`src/rtl/uart_tx_port_pkg.sv`:
```
// Shared definitions for the UART TX port: I/O window codes, register offsets,
// STATUS bit layout and transmitter state encodings.
package uart_tx_port_pkg;

    // Processor I/O windows selected by ADDR[8:7]; the UART sits in the last one.
    typedef enum logic [1:0] {
        IO_SRAM = 2'b00,
        IO_MODE = 2'b01,
        IO_GPIO = 2'b10,
        IO_UART = 2'b11
    } io_win_e;

    typedef enum logic {
        UART_DATA = 1'b0,
        UART_STAT = 1'b1
    } uart_reg_e;

    localparam int STAT_BUSY  = 0;
    localparam int STAT_EMPTY = 1;
    localparam int STAT_FULL  = 2;
    localparam int STAT_OVF   = 3;

    typedef enum logic [1:0] {
        ST_IDLE  = 2'b00,
        ST_START = 2'b01,
        ST_DATA  = 2'b10,
        ST_STOP  = 2'b11
    } tx_state_e;

    function automatic logic [8:0] stat_word(input logic ovf, input logic full,
                                             input logic empty, input logic busy);
        logic [8:0] w;
        w = '0;
        w[STAT_OVF]   = ovf;
        w[STAT_FULL]  = full;
        w[STAT_EMPTY] = empty;
        w[STAT_BUSY]  = busy;
        return w;
    endfunction

endpackage

```
`src/rtl/uart_tx_port_sync_fifo.sv`:
```
// Single-clock FIFO with occupancy count; push to full / pop from empty are ignored.
// DEPTH must be a power of two so the pointers wrap for free.
module sync_fifo #(
    parameter int WIDTH = 8,
    parameter int DEPTH = 4
) (
    input  logic                     clock,
    input  logic                     reset,
    input  logic                     push,
    input  logic                     pop,
    input  logic [WIDTH-1:0]         wdata,
    output logic [WIDTH-1:0]         rdata,
    output logic                     full,
    output logic                     empty,
    output logic [$clog2(DEPTH):0]   count
);
    localparam int AW = $clog2(DEPTH);

    logic [WIDTH-1:0] mem [DEPTH];
    logic [AW-1:0]    wr_ptr, rd_ptr;
    logic             do_push, do_pop;

    assign full    = (count == DEPTH[AW:0]);
    assign empty   = (count == '0);
    assign do_push = push && !full;
    assign do_pop  = pop && !empty;
    assign rdata   = mem[rd_ptr];

    always_ff @(posedge clock or posedge reset) begin
        if (reset) begin
            wr_ptr <= '0;
            rd_ptr <= '0;
            count  <= '0;
        end else begin
            if (do_push) wr_ptr <= wr_ptr + 1'b1;
            if (do_pop)  rd_ptr <= rd_ptr + 1'b1;
            case ({do_push, do_pop})
                2'b10:   count <= count + 1'b1;
                2'b01:   count <= count - 1'b1;
                default: count <= count;
            endcase
        end
    end

    // Storage needs no reset: empty/count gate every read of it.
    always_ff @(posedge clock) begin
        if (do_push) mem[wr_ptr] <= wdata;
    end

endmodule

```
`src/rtl/uart_tx_port.sv`:
```
// Memory-mapped 8N1 UART transmitter: DATA register feeds a TX FIFO, STATUS reports
// busy/empty/full/overflow. rdata is a combinational read-back selected by reg_sel.
module uart_tx_port
    import uart_tx_port_pkg::*;
#(
    parameter int CLKS_PER_BIT = 234,
    parameter int FIFO_DEPTH   = 4
) (
    input  logic       clock,
    input  logic       reset,
    input  logic       wr_en,
    input  logic       reg_sel,
    input  logic [8:0] wdata,
    output logic [8:0] rdata,
    output logic       tx
);
    localparam int CW = $clog2(FIFO_DEPTH) + 1;
    localparam int BW = $clog2(CLKS_PER_BIT);
    localparam logic [BW-1:0] BAUD_MAX = BW'(CLKS_PER_BIT - 1);

    tx_state_e      state;
    logic [BW-1:0]  baud_cnt;
    logic [2:0]     bit_idx;
    logic [7:0]     shift;
    logic           overflow;

    logic           push, pop, fifo_full, fifo_empty, baud_done, busy;
    logic [7:0]     fifo_head;
    logic [CW-1:0]  fifo_count;
    logic           unused_wdata;

    assign unused_wdata = wdata[8];
    assign push      = wr_en && (reg_sel == UART_DATA);
    assign baud_done = (baud_cnt == BAUD_MAX);
    assign busy      = (state != ST_IDLE);
    // The FSM takes the head either from idle or at the tail of a stop bit.
    assign pop       = !fifo_empty && ((state == ST_IDLE) || (state == ST_STOP && baud_done));

    sync_fifo #(.WIDTH(8), .DEPTH(FIFO_DEPTH)) u_fifo (
        .clock (clock),
        .reset (reset),
        .push  (push),
        .pop   (pop),
        .wdata (wdata[7:0]),
        .rdata (fifo_head),
        .full  (fifo_full),
        .empty (fifo_empty),
        .count (fifo_count)
    );

    always_ff @(posedge clock or posedge reset) begin
        if (reset) begin
            overflow <= 1'b0;
        end else if (wr_en && (reg_sel == UART_STAT) && wdata[0]) begin
            overflow <= 1'b0;
        end else if (push && fifo_full) begin
            overflow <= 1'b1;
        end
    end

    always_ff @(posedge clock or posedge reset) begin
        if (reset) begin
            state    <= ST_IDLE;
            baud_cnt <= '0;
            bit_idx  <= '0;
            shift    <= '0;
            tx       <= 1'b1;
        end else begin
            case (state)
                ST_IDLE: begin
                    tx       <= 1'b1;
                    baud_cnt <= '0;
                    if (!fifo_empty) begin
                        shift <= fifo_head;
                        state <= ST_START;
                        tx    <= 1'b0;
                    end
                end
                ST_START: begin
                    if (baud_done) begin
                        baud_cnt <= '0;
                        bit_idx  <= '0;
                        state    <= ST_DATA;
                        tx       <= shift[0];
                    end else begin
                        baud_cnt <= baud_cnt + 1'b1;
                    end
                end
                ST_DATA: begin
                    if (baud_done) begin
                        baud_cnt <= '0;
                        if (bit_idx == 3'd7) begin
                            state <= ST_STOP;
                            tx    <= 1'b1;
                        end else begin
                            // tx is registered, so drive the bit that the shift exposes next.
                            shift   <= {1'b0, shift[7:1]};
                            bit_idx <= bit_idx + 1'b1;
                            tx      <= shift[1];
                        end
                    end else begin
                        baud_cnt <= baud_cnt + 1'b1;
                    end
                end
                ST_STOP: begin
                    if (baud_done) begin
                        baud_cnt <= '0;
                        if (!fifo_empty) begin
                            shift <= fifo_head;
                            state <= ST_START;
                            tx    <= 1'b0;
                        end else begin
                            state <= ST_IDLE;
                        end
                    end else begin
                        baud_cnt <= baud_cnt + 1'b1;
                    end
                end
                default: begin
                    state <= ST_IDLE;
                    tx    <= 1'b1;
                end
            endcase
        end
    end

    assign rdata = (reg_sel == UART_STAT)
                 ? stat_word(overflow, fifo_full, fifo_empty, busy)
                 : 9'(fifo_count);

endmodule

```
`config.mk`:
```
export PLATFORM = sky130hd
export DESIGN_NAME = uart_tx_port
export DESIGN_NICKNAME = d
export VERILOG_FILES = /design/src/rtl/uart_tx_port_pkg.sv /design/src/rtl/uart_tx_port_sync_fifo.sv /design/src/rtl/uart_tx_port.sv
export SDC_FILE = /design/constraint.sdc
export NUM_CORES = 1
export LEC_CHECK = 0
export CAP_MARGIN = 20
export CELL_PAD_IN_SITES_DETAIL_PLACEMENT = 1
export CELL_PAD_IN_SITES_GLOBAL_PLACEMENT = 1
export CORE_MARGIN = 3
export CORE_UTILIZATION = 48
export CTS_CLUSTER_DIAMETER = 120
export DETAILED_ROUTE_END_ITERATION = 10
export PLACE_DENSITY_LB_ADDON = 0.3
export SETUP_SLACK_MARGIN = 0.4
export SYNTH_ARGS = -nofsm -noshare
export SYNTH_HDL_FRONTEND = slang
export SYNTH_SLANG_ARGS = --single-unit
```
`constraint.sdc`:
```
create_clock -name clock -period 3.05 [get_ports clock]
set_input_delay 0.4575 -clock clock [delete_from_list [all_inputs] [get_ports clock]]
set_output_delay 0.4575 -clock clock [all_outputs]
set_load 0.005 [all_outputs]
```
==> results of run 1 <==
logic make-up after synthesis:
family,after synthesis,synth area share
flops,62,0.572
fa+ha+maj,16,0.0693
xor+xnor,12,0.0351
buf+inv,23,0.0418
mux,25,0.134
simple gates,51,0.0831
other cells,1,0.00125
compound gates,26,0.0639
registers in the layout (all words and copies together) (netlist names):
signal         flops
u_fifo.rd_ptr      2
u_fifo.mem        32
shift              8
tx                 1
u_fifo.wr_ptr      2
overflow           1
baud_cnt           8
u_fifo.count       3
state              2
bit_idx            3
worst max-delay path, delay by kind of cell (launching register included):
kind	cells	cell delay (ns)
adders and majority gates	3	0.74
AOI/OAI and AO/OA	1	0.21
and+or+nand+nor	3	0.59
DFF	1	0.41
buffers and inverters	2	0.13
xor gates and xnor gates	2	0.32
worst paths after layout:
| check | endpoint | slack (ns) | startpoint | cells after the start |
|---|---|---|---|---|
| setup / recovery | u_fifo.count[2]$_DFFE_PP0P_ | 0.59 | baud_cnt[1]$_DFF_PP0_ | 11 |
| hold / removal | baud_cnt[0]$_DFF_PP0_ | 0.51 | reset | 3 |
| setup reg to reg | u_fifo.count[2]$_DFFE_PP0P_ | 0.59 | baud_cnt[1]$_DFF_PP0_ | 11 |
| hold reg to reg | shift[0]$_DFFE_PP0P_ | 0.52 | shift[0]$_DFFE_PP0P_ | 1 |
| max in group asynchronous | tx$_DFFE_PP1P_ | 2.20 | reset | 3 |
| min in group clock | shift[0]$_DFFE_PP0P_ | 0.52 | shift[0]$_DFFE_PP0P_ | 1 |
final cells by class:
class | count | area, µm² | area share
clock inverter | 6 | 38.8 | 0.0115
inverter | 10 | 37.5 | 0.0111
clock buffer | 10 | 128 | 0.0379
timing repair buffer | 18 | 175 | 0.0520
multi-input combinational | 135 | 1180 | 0.351
tap | 75 | 93.8 | 0.0279
sequential | 62 | 1710 | 0.509
synthesized netlist by cell type (2+ instances only):
cell	number
a21oi_1	6
a22o_1	3
a22o_2	2
and2_1	7
buf_4	6
buf_6	2
clkbuf_1	4
dfrtp_1	29
edfxtp_1	32
ha_1	15
inv_1	10
mux2_2	9
mux2_4	8
mux4_2	8
nand2_1	12
nand3_1	3
nor2_1	16
nor2b_1	4
nor3_1	3
o21ai_0	7
xnor2_1	6
xor2_1	6
metal layers:
metal | up-vias | track usage | part of all wire
met4 | 0 | 0.0604 | 0.012
met1 | 835 | 0.221 | 0.48
li1 | 802 | - | -
met5 | - | 0 | 0
met3 | 7 | 0.0466 | 0.030
met2 | 25 | 0.259 | 0.48
layout by cell type, fill, tap and decap left out, types with 2 or more instances in the layout:
| master | instances |
|---|---|
| edfxtp_1 | 32 |
| nand2_1 | 12 |
| nor2_1 | 15 |
| and2_1 | 7 |
| dfrtp_1 | 29 |
| nor3_1 | 2 |
| mux2_2 | 9 |
| clkinv_4 | 2 |
| a22o_1 | 3 |
| mux4_2 | 8 |
| a21oi_1 | 6 |
| nor2b_1 | 4 |
| inv_1 | 10 |
| conb_1 | 5 |
| xnor2_1 | 6 |
| ha_1 | 15 |
| o21ai_0 | 7 |
| a22o_2 | 2 |
| nand3_1 | 3 |
| buf_4 | 2 |
| clkinv_2 | 2 |
| mux2_4 | 8 |
| xor2_1 | 6 |
| clkbuf_8 | 9 |
| clkdlybuf4s50_1 | 16 |
per-stage QoR:
step,utilization,setup slack [ns]
after global routing,0.562,0.404
after floorplan,-,0.917
after CTS,0.561,0.479
after global placement,0.533,0.668
final,0.562,0.589
after detailed placement,0.533,0.534
power groups by stage:
stage | registers (µW) | clock network, µW | logic, µW
final | 1300 | 603 | 1240
after detailed placement | 1320 | 0 | 1250
after floorplan | 1210 | 0 | 1070
after global placement | 1310 | 0 | 1200
after global routing | 1340 | 664 | 1400
after CTS | 1310 | 620 | 1250
==> impl_results.md, run 1 <==
* Vias per inst at 5.28
* Vias in the first global route at 1852
* Initial antenna violation count at 0
* Core area at 5990 µm²
* Fraction of registers with async set/reset at 0.484
* Grt ovf at 0
* Comb power frac at 0.393
* # clock sinks at 62
* Status: complete, no violations
* Yosys top cell area share at 0.321
* Min Tclk post-route at 2.46 ns
* Number of remaining DRC errors at 0
* PD cells at 934 nW/µm²
* Max Root-Sink Buffers at 2
* WHS at 0.513 ns
* # H-tree levels at 3
* Top cell type by total area after synthesis: edfxtp_1
* Total GRT Usage at 0.165
* Die Height at 85.0 µm
* Unrepaired setup endpoints after global routing: false
* Post-Layout Cell Count at 316
* Dpl cell area at 3190 µm²
* CTS Hold Bufs at 0
* Post-synthesis sequential area ratio at 0.572
* HP Class: in2async
* Sw power at 1060 µW
* Internal power at 2080 µW
* Max Cap Violations at 0
* Row count at 28
* Final Skew at 0.00797 ns
* Clk pwr share at 0.192
* Post-Place Cells at 300
* Fillers at 590
* P&R area growth vs syn at 12.4%
* Pwr Total at 3140 µW
* Post-cts resize count at 0
* CP Max Fanout at 4
* DP HPWL at 3720 µm
* Max Freq at 406 MHz
* Part of the cycle the worst path needs at 0.807
* Final GP Congestion at 0.756
* Final wirelength at 5290 µm
* Number of synthesized flops with an enable pin at 32
* Max VDD drop at 0.000493 V
* Critical Path RT at 3.30 ns
* Leakage at 0.00136 µW
* Largest net degree at the start of global routing at 31
* Clock Tree Root: clkbuf_8
* Die footprint at 7230 µm²
* WS Path Type: reg2reg
* Critical Path End Type: flop
* Layout Nets at 265
* Total number of vias at 1669
* Post-synthesis cell count at 216
* Slew at the pin closest to its max-slew limit at 0.724 ns
* Netlist cell types at 40
* First-pass GRT wire length at 9120 µm
* Routed Antenna Nets at 0
* Final TNS setup at 0 ns
* Synth top area cells: edfxtp_1 32%, dfrtp_1 24%, ha_1 6.3%
* Sw frac at 0.337
* DRT Pass-1 Iters at 4
* Sequential Power Share at 0.415
* Fin area at 3370 µm²
* Seq cells post-synth at 62
* TritonCTS Buffers at 9
* CP Launch Type: flop
* Synth Warn # at 0
* Slowest stage delay, CP at 0.41 ns
* Die X at 85.0 µm
* Final count of hold timing violations at 0
* Top-Level Pins at 23
* Detailed Route Iter0 Violations at 76
* Starting Density at 0.500
* Share of post-route cells with drive strength above 1 at 0.207
* CTS tree: built
* CP max-delay cell: dfrtp_1
* WL per Instance at 16.7 µm
* Post-CTS setup buffer count at 0
* Clock latency at the later pin of the worst-skew pair at 0.33 ns
* Final setup vio count at 0
* Critical path arrival at 2.71 ns
* Port bufs at 16
* Most used flip-flop cell after synthesis: edfxtp_1
* Mean Syn Cell Area at 13.9 µm²
* Post-Syn Area at 3000 µm²
* Slew Viols, Final at 0
* Slew headroom at 0.518
* N_diodes at 0
* CP cell instances: inv_1 -> ha_1 -> and4bb_1 -> a41oi_1 -> nor2_2 -> ha_1 -> inv_1 -> fa_1 -> xor2_1 -> nor2_1 -> xor2_1
* Clock slew at reported path FFs at 0.07 ns
No activity file was read; power rests on OpenSTA's default activity.
==> inputs of run 2 (changes only) <==
==> constraint.sdc (replaced) <==
create_clock -name clock -period 2.33 [get_ports clock]
set_input_delay 0.3495 -clock clock [delete_from_list [all_inputs] [get_ports clock]]
set_output_delay 0.3495 -clock clock [all_outputs]
set_load 0.005 [all_outputs]
==> run 2 against run 1 <==
Worst hold slack lost 0.14 ns. First-iteration DRC count is 25% higher. Combinational power is 56% higher. Sequential power is 28% higher. Critical path type unchanged. Critical endpoint unchanged.
==> impl_results.md, run 2 (synthesis results as in run 1) <==
* Critical Path End Type: flop
* Min Tclk post-route at 2.26 ns
* Internal power at 3010 µW
* Share of post-route cells with drive strength above 1 at 0.304
* Sequential Power Share at 0.363
* Post-Place Cells at 306
* Core area at 5990 µm²
* First-pass GRT wire length at 10300 µm
* Most common cell after layout, fill and taps aside: edfxtp_1
* Clock slew at reported path FFs at 0.08 ns
* Grt ovf at 0
* Final Skew at 0.0114 ns
* Top flop regs: u_fifo.mem x32, baud_cnt x8, shift x8
* # clock sinks at 62
* Starting Density at 0.500
* Slew at the pin closest to its max-slew limit at 0.508 ns
* Largest net degree at the start of global routing at 31
* Final design utilization at 0.591
* Top reg by flops: u_fifo.mem
* Most frequent cells in the layout: 32 x edfxtp_1, 28 x dfrtp_1, 15 x nor2_1, 14 x buf_4, 13 x clkdlybuf4s50_1
* Max Root-Sink Buffers at 2
* DRT Pass-1 Iters at 4
* Sw frac at 0.343
* HP Class: in2async
* Port bufs at 16
* PD cells at 1290 nW/µm²
* Clk pwr share at 0.215
* Final count of hold timing violations at 0
* Vias in the first global route at 1930
* Top-Level Pins at 23
* Sw power at 1570 µW
* CTS Hold Bufs at 0
* Vias per inst at 5.29
* Unrepaired setup endpoints after global routing: true
* P&R area growth vs syn at 18.1%
* Status: complete, no violations
* Critical Path RT at 2.60 ns
* Total GRT Usage at 0.191
* Die Height at 85.0 µm
* Met3 WL at 186 µm
* Total number of vias at 1736
* WS Path Type: reg2reg
* Wire length on met1 at 2690 µm
* CTS tree: built
* Clock latency at the later pin of the worst-skew pair at 0.35 ns
* CP max-delay cell: dfrtp_1
* N_diodes at 0
* Part of the cycle the worst path needs at 0.970
* Max reg flops at 32
* TritonCTS Buffers at 9
* CP cell instances: inv_2 -> ha_4 -> and4bb_2 -> a41oi_2 -> nor2_2 -> ha_2 -> inv_2 -> fa_2 -> xor2_1 -> nor2_1 -> xor2_1
* CP Max Fanout at 3
* Leakage at 0.00143 µW
* Max VDD drop at 0.000768 V
* Slew headroom at 0.662
* Final GP Congestion at 0.750
* Max Cap Violations at 0
* WHS at 0.377 ns
* WL per Instance at 18.3 µm
* CP Launch Type: flop
* Layout Nets at 277
* # H-tree levels at 3
* Clock Tree Root: clkbuf_8
* Row count at 28
* Initial antenna violation count at 0
* Slowest stage delay, CP at 0.40 ns
* Post-Layout Cell Count at 328
* Die X at 85.0 µm
* Comb power frac at 0.422
* Critical path arrival at 2.53 ns
* Number of remaining DRC errors at 0
* Max Freq at 442 MHz
* Met2 WL at 2990 µm
* Detailed Route Iter0 Violations at 95
* Dpl cell area at 3250 µm²
* Fin area at 3540 µm²
* Slew Viols, Final at 0
* Final TNS setup at 0 ns
* Die footprint at 7230 µm²
* Final setup vio count at 0
* DP HPWL at 4140 µm
* Final wirelength at 6010 µm
* Top sig layer: met4
* Routed Antenna Nets at 0
==> run 2: worst max-delay path: cells and delay by family (launching register included) <==
| family | cells | cell delay (ns) |
|---|---|---|
| compound gates | 1 | 0.14 |
| xor+xnor | 2 | 0.31 |
| fa+ha+maj | 3 | 0.65 |
| buf+inv | 2 | 0.11 |
| flops | 1 | 0.40 |
| simple gates | 3 | 0.57 |
==> run 2: layout make-up <==
cell class,instances,area (µm²)
Sequential cell,62,1710
Clock buffer,9,124
Tap cell,75,93.8
Timing Repair Buffer,30,262
Fill cell,599,2450
Multi-Input combinational cell,135,1230
Clock inverter,7,81.3
Inverter,10,37.5
==> run 2: worst paths after layout <==
path / end / start / depth (start not counted) / slack, ns
min in group clock: overflow$_DFFE_PP0P_ / overflow$_DFFE_PP0P_ / 2 / 0.51
worst max-delay path: u_fifo.count[2]$_DFFE_PP0P_ / baud_cnt[1]$_DFF_PP0_ / 11 / 0.07
worst min register to register: overflow$_DFFE_PP0P_ / overflow$_DFFE_PP0P_ / 2 / 0.51
max in group asynchronous: tx$_DFFE_PP1P_ / reset / 3 / 1.62
worst min-delay path: u_fifo.count[2]$_DFFE_PP0P_ / reset / 3 / 0.38
worst max register to register: u_fifo.count[2]$_DFFE_PP0P_ / baud_cnt[1]$_DFF_PP0_ / 11 / 0.07
==> run 2: what timing repair did <==
item	in CTS	in global routing
pin swaps	5	5
buffers inserted	5	1
resized for setup	8	8
setup endpoints to repair	16	13
==> run 2: metrics by stage <==
stage | setup slack, ns | total power (µW)
3_5_place_dp | 0.0275 | 3480
4_1_cts | 0.0977 | 4530
3_3_place_gp | 0.0893 | 3370
2_1_floorplan | 0.256 | 3010
6_report | 0.0699 | 4580
5_1_grt | -0.0770 | 4890
==> run 2: power groups by stage <==
stage | clock (µW) | combinational (µW) | sequential (µW)
floorplan | 0 | 1420 | 1590
global placement | 0 | 1710 | 1660
detailed placement | 0 | 1800 | 1680
CTS | 990 | 1890 | 1650
global route | 1050 | 2130 | 1700
finish | 983 | 1930 | 1660
==> run 2: routing by layer <==
metal  track usage  vias up
li1              -      824
met1         0.254      868
met2         0.288       31
met3        0.0427       13
met4         0.112        0
met5             0        -
==> inputs of run 3 (changes only) <==
--- a/config.mk
+++ b/config.mk
@@ -6,10 +6,9 @@
 export NUM_CORES = 1
 export LEC_CHECK = 0
 export CAP_MARGIN = 20
-export CELL_PAD_IN_SITES_DETAIL_PLACEMENT = 1
-export CELL_PAD_IN_SITES_GLOBAL_PLACEMENT = 1
 export CORE_MARGIN = 3
-export CORE_UTILIZATION = 48
+export CORE_UTILIZATION = 50
+export CTS_BUF_LIST = sky130_fd_sc_hd__clkbuf_2 sky130_fd_sc_hd__clkbuf_4 sky130_fd_sc_hd__clkbuf_8
 export CTS_CLUSTER_DIAMETER = 120
 export DETAILED_ROUTE_END_ITERATION = 10
 export PLACE_DENSITY_LB_ADDON = 0.3
==> run 3 against run 2 <==
Die area fell by 3.7%. Combinational power barely moved. Clock skew hardly changed. Non-clock buffer count increased by 10. Cell area up 1.7%. Maximum frequency grew 1.5%. Critical path depth unchanged. Sequential cell count did not move. Global-route usage fell by 3.3 points. Clock power decreased by 1%. Sequential power about the same. Critical path type unchanged.
==> impl_results.md, run 3 (synthesis results as in run 1) <==
* Die X at 83.4 µm
* CTS tree: built
* DRT Pass-1 Iters at 4
* Critical Path RT at 2.61 ns
* Max Root-Sink Buffers at 2
* Max Freq at 449 MHz
* PD cells at 1260 nW/µm²
* Routed Antenna Nets at 0
* Top flop regs: u_fifo.mem x32, baud_cnt x8, shift x8
* Initial antenna violation count at 0
* Port bufs at 16
* Fillers at 419
* Die Height at 83.4 µm
* Clock slew at reported path FFs at 0.08 ns
* Final setup vio count at 0
* Clock Tree Root: clkbuf_8
* HP Class: in2async
* WHS at 0.375 ns
* Met2 usage at 0.250
* Core area at 5640 µm²
* CP dominant cell by count: xor2_1
* GRT busiest layer: met2
* Leakage at 0.00150 µW
* # clock sinks at 62
* P&R area growth vs syn at 20.0%
* CP cell instances: inv_1 -> ha_1 -> and4bb_1 -> a41oi_2 -> nor2_2 -> ha_2 -> inv_2 -> fa_2 -> xor2_1 -> nor2_1 -> xor2_1
* Final setup margin at 0.104 ns
* N_diodes at 0
* Detailed Route Iter0 Violations at 115
* Clock latency at the later pin of the worst-skew pair at 0.35 ns
* Status: complete, no violations
* Max VDD drop at 0.000670 V
* CTS Hold Bufs at 0
* CP max-delay cell: dfrtp_1
* TritonCTS Buffers at 9
* Top-Level Pins at 23
* Total number of vias at 1782
* Unrepaired setup endpoints after global routing: true
* Share of post-route cells with drive strength above 1 at 0.319
* Final Skew at 0.0117 ns
* Largest net degree at the start of global routing at 31
* DP Worst Slack at 0.0679 ns
* CP bufs+invs at 2
* Critical path arrival at 2.50 ns
* Critical Path End Type: flop
* Part of the cycle the worst path needs at 0.955
* GR Util met1 at 0.201
* Layout Nets at 287
* Final count of hold timing violations at 0
* CP Max Fanout at 2
* WL per Instance at 15.2 µm
* # H-tree levels at 3
* Most common cell after layout, fill and taps aside: edfxtp_1
* Top reg by flops: u_fifo.mem
* DP HPWL at 3230 µm
* Row count at 27
* WS Path Type: reg2reg
* Grt ovf at 0
* Vias per inst at 5.32
* Most frequent cells in the layout: 32 x edfxtp_1, 27 x dfrtp_1, 24 x buf_4, 15 x nor2_1, 14 x clkdlybuf4s50_1
* Final GP Congestion at 0.745
* Min Tclk post-route at 2.23 ns
* Die footprint at 6960 µm²
* Total GRT Usage at 0.158
* Crit-path leading delay family: adder cells
* Slowest stage delay, CP at 0.39 ns
* Vias in the first global route at 1774
* Number of remaining DRC errors at 0
* Starting Density at 0.531
* Final wirelength at 5100 µm
* CP Launch Type: flop
* First-pass GRT wire length at 8510 µm
* Slew Viols, Final at 0
* Max reg flops at 32
* Max Cap Violations at 0
* Met3 Use GR at 0.0625
-- run 3: cell count changes in the layout (fill, tap and decap cells not counted), sizes merged --
cell           delta
clkinvlp          -2
clkdlybuf4s50     +1
buf              +10
dlygate4sd2       -2
dlymetal6s2s      +1
inv               +2
-- run 3: what timing repair did --
action                                  CTS  global route
pin swaps                                 3             4
endpoints found under the setup margin   13            14
resized for setup                         7             5
buffers inserted                         10             7
-- run 3: stage by stage --
step           std cells  utilization  total power [µW]  area [µm²]  TNS [ns]
6_report             335        0.638              4540        3600         0
2_1_floorplan        220            -              3010        3030         0
3_3_place_gp         302        0.575              3340        3240         0
4_1_cts              328        0.627              4500        3530         0
3_5_place_dp         302        0.575              3390        3240         0
5_1_grt              335        0.638              4850        3600   -0.0767
-- run 3: layout make-up --
cell class	instances	area (µm²)	area share
Sequential cell	62	1720	0.477
Multi-Input combinational cell	135	1210	0.337
Timing Repair Buffer	40	342	0.0950
Clock buffer	9	124	0.0344
Tap cell	72	90.1	0.0250
Clock inverter	7	77.6	0.0216
Inverter	10	37.5	0.0104
-- run 3: power breakdown --
part	leakage, µW	total, µW	switching [µW]	internal, µW
Combinational	0.000738	1920	816	1100
Clock	0.000101	969	462	506
Sequential	0.000659	1660	214	1440
Total	0.00150	4540	1490	3050
-- run 3: final timing paths --
kind,end,from,cells past startpoint,slack [ns]
min in group clock,shift[2]$_DFFE_PP0P_,shift[2]$_DFFE_PP0P_,1,0.51
max in group asynchronous,tx$_DFFE_PP1P_,reset,3,1.63
setup reg to reg,u_fifo.count[2]$_DFFE_PP0P_,baud_cnt[1]$_DFF_PP0_,11,0.10
hold reg to reg,shift[2]$_DFFE_PP0P_,shift[2]$_DFFE_PP0P_,1,0.51
setup / recovery,u_fifo.count[2]$_DFFE_PP0P_,baud_cnt[1]$_DFF_PP0_,11,0.10
hold / removal,u_fifo.count[2]$_DFFE_PP0P_,reset,3,0.37
-- run 3: worst reg2reg max path: stages (launching register included) --
cell      delay [ns]
dfrtp_1         0.39
inv_1           0.06
ha_1            0.13
and4bb_1        0.23
a41oi_2         0.17
nor2_2          0.19
ha_2            0.21
inv_2           0.04
fa_2            0.32
xor2_1          0.15
nor2_1          0.11
xor2_1          0.15
-- run 3: metal layers --
layer	routed length, µm	vias up	part of all wire
li1	-	846	-
met1	2300	891	0.45
met2	2530	36	0.50
met3	206	9	0.040
met4	68	0	0.013
met5	0	-	0
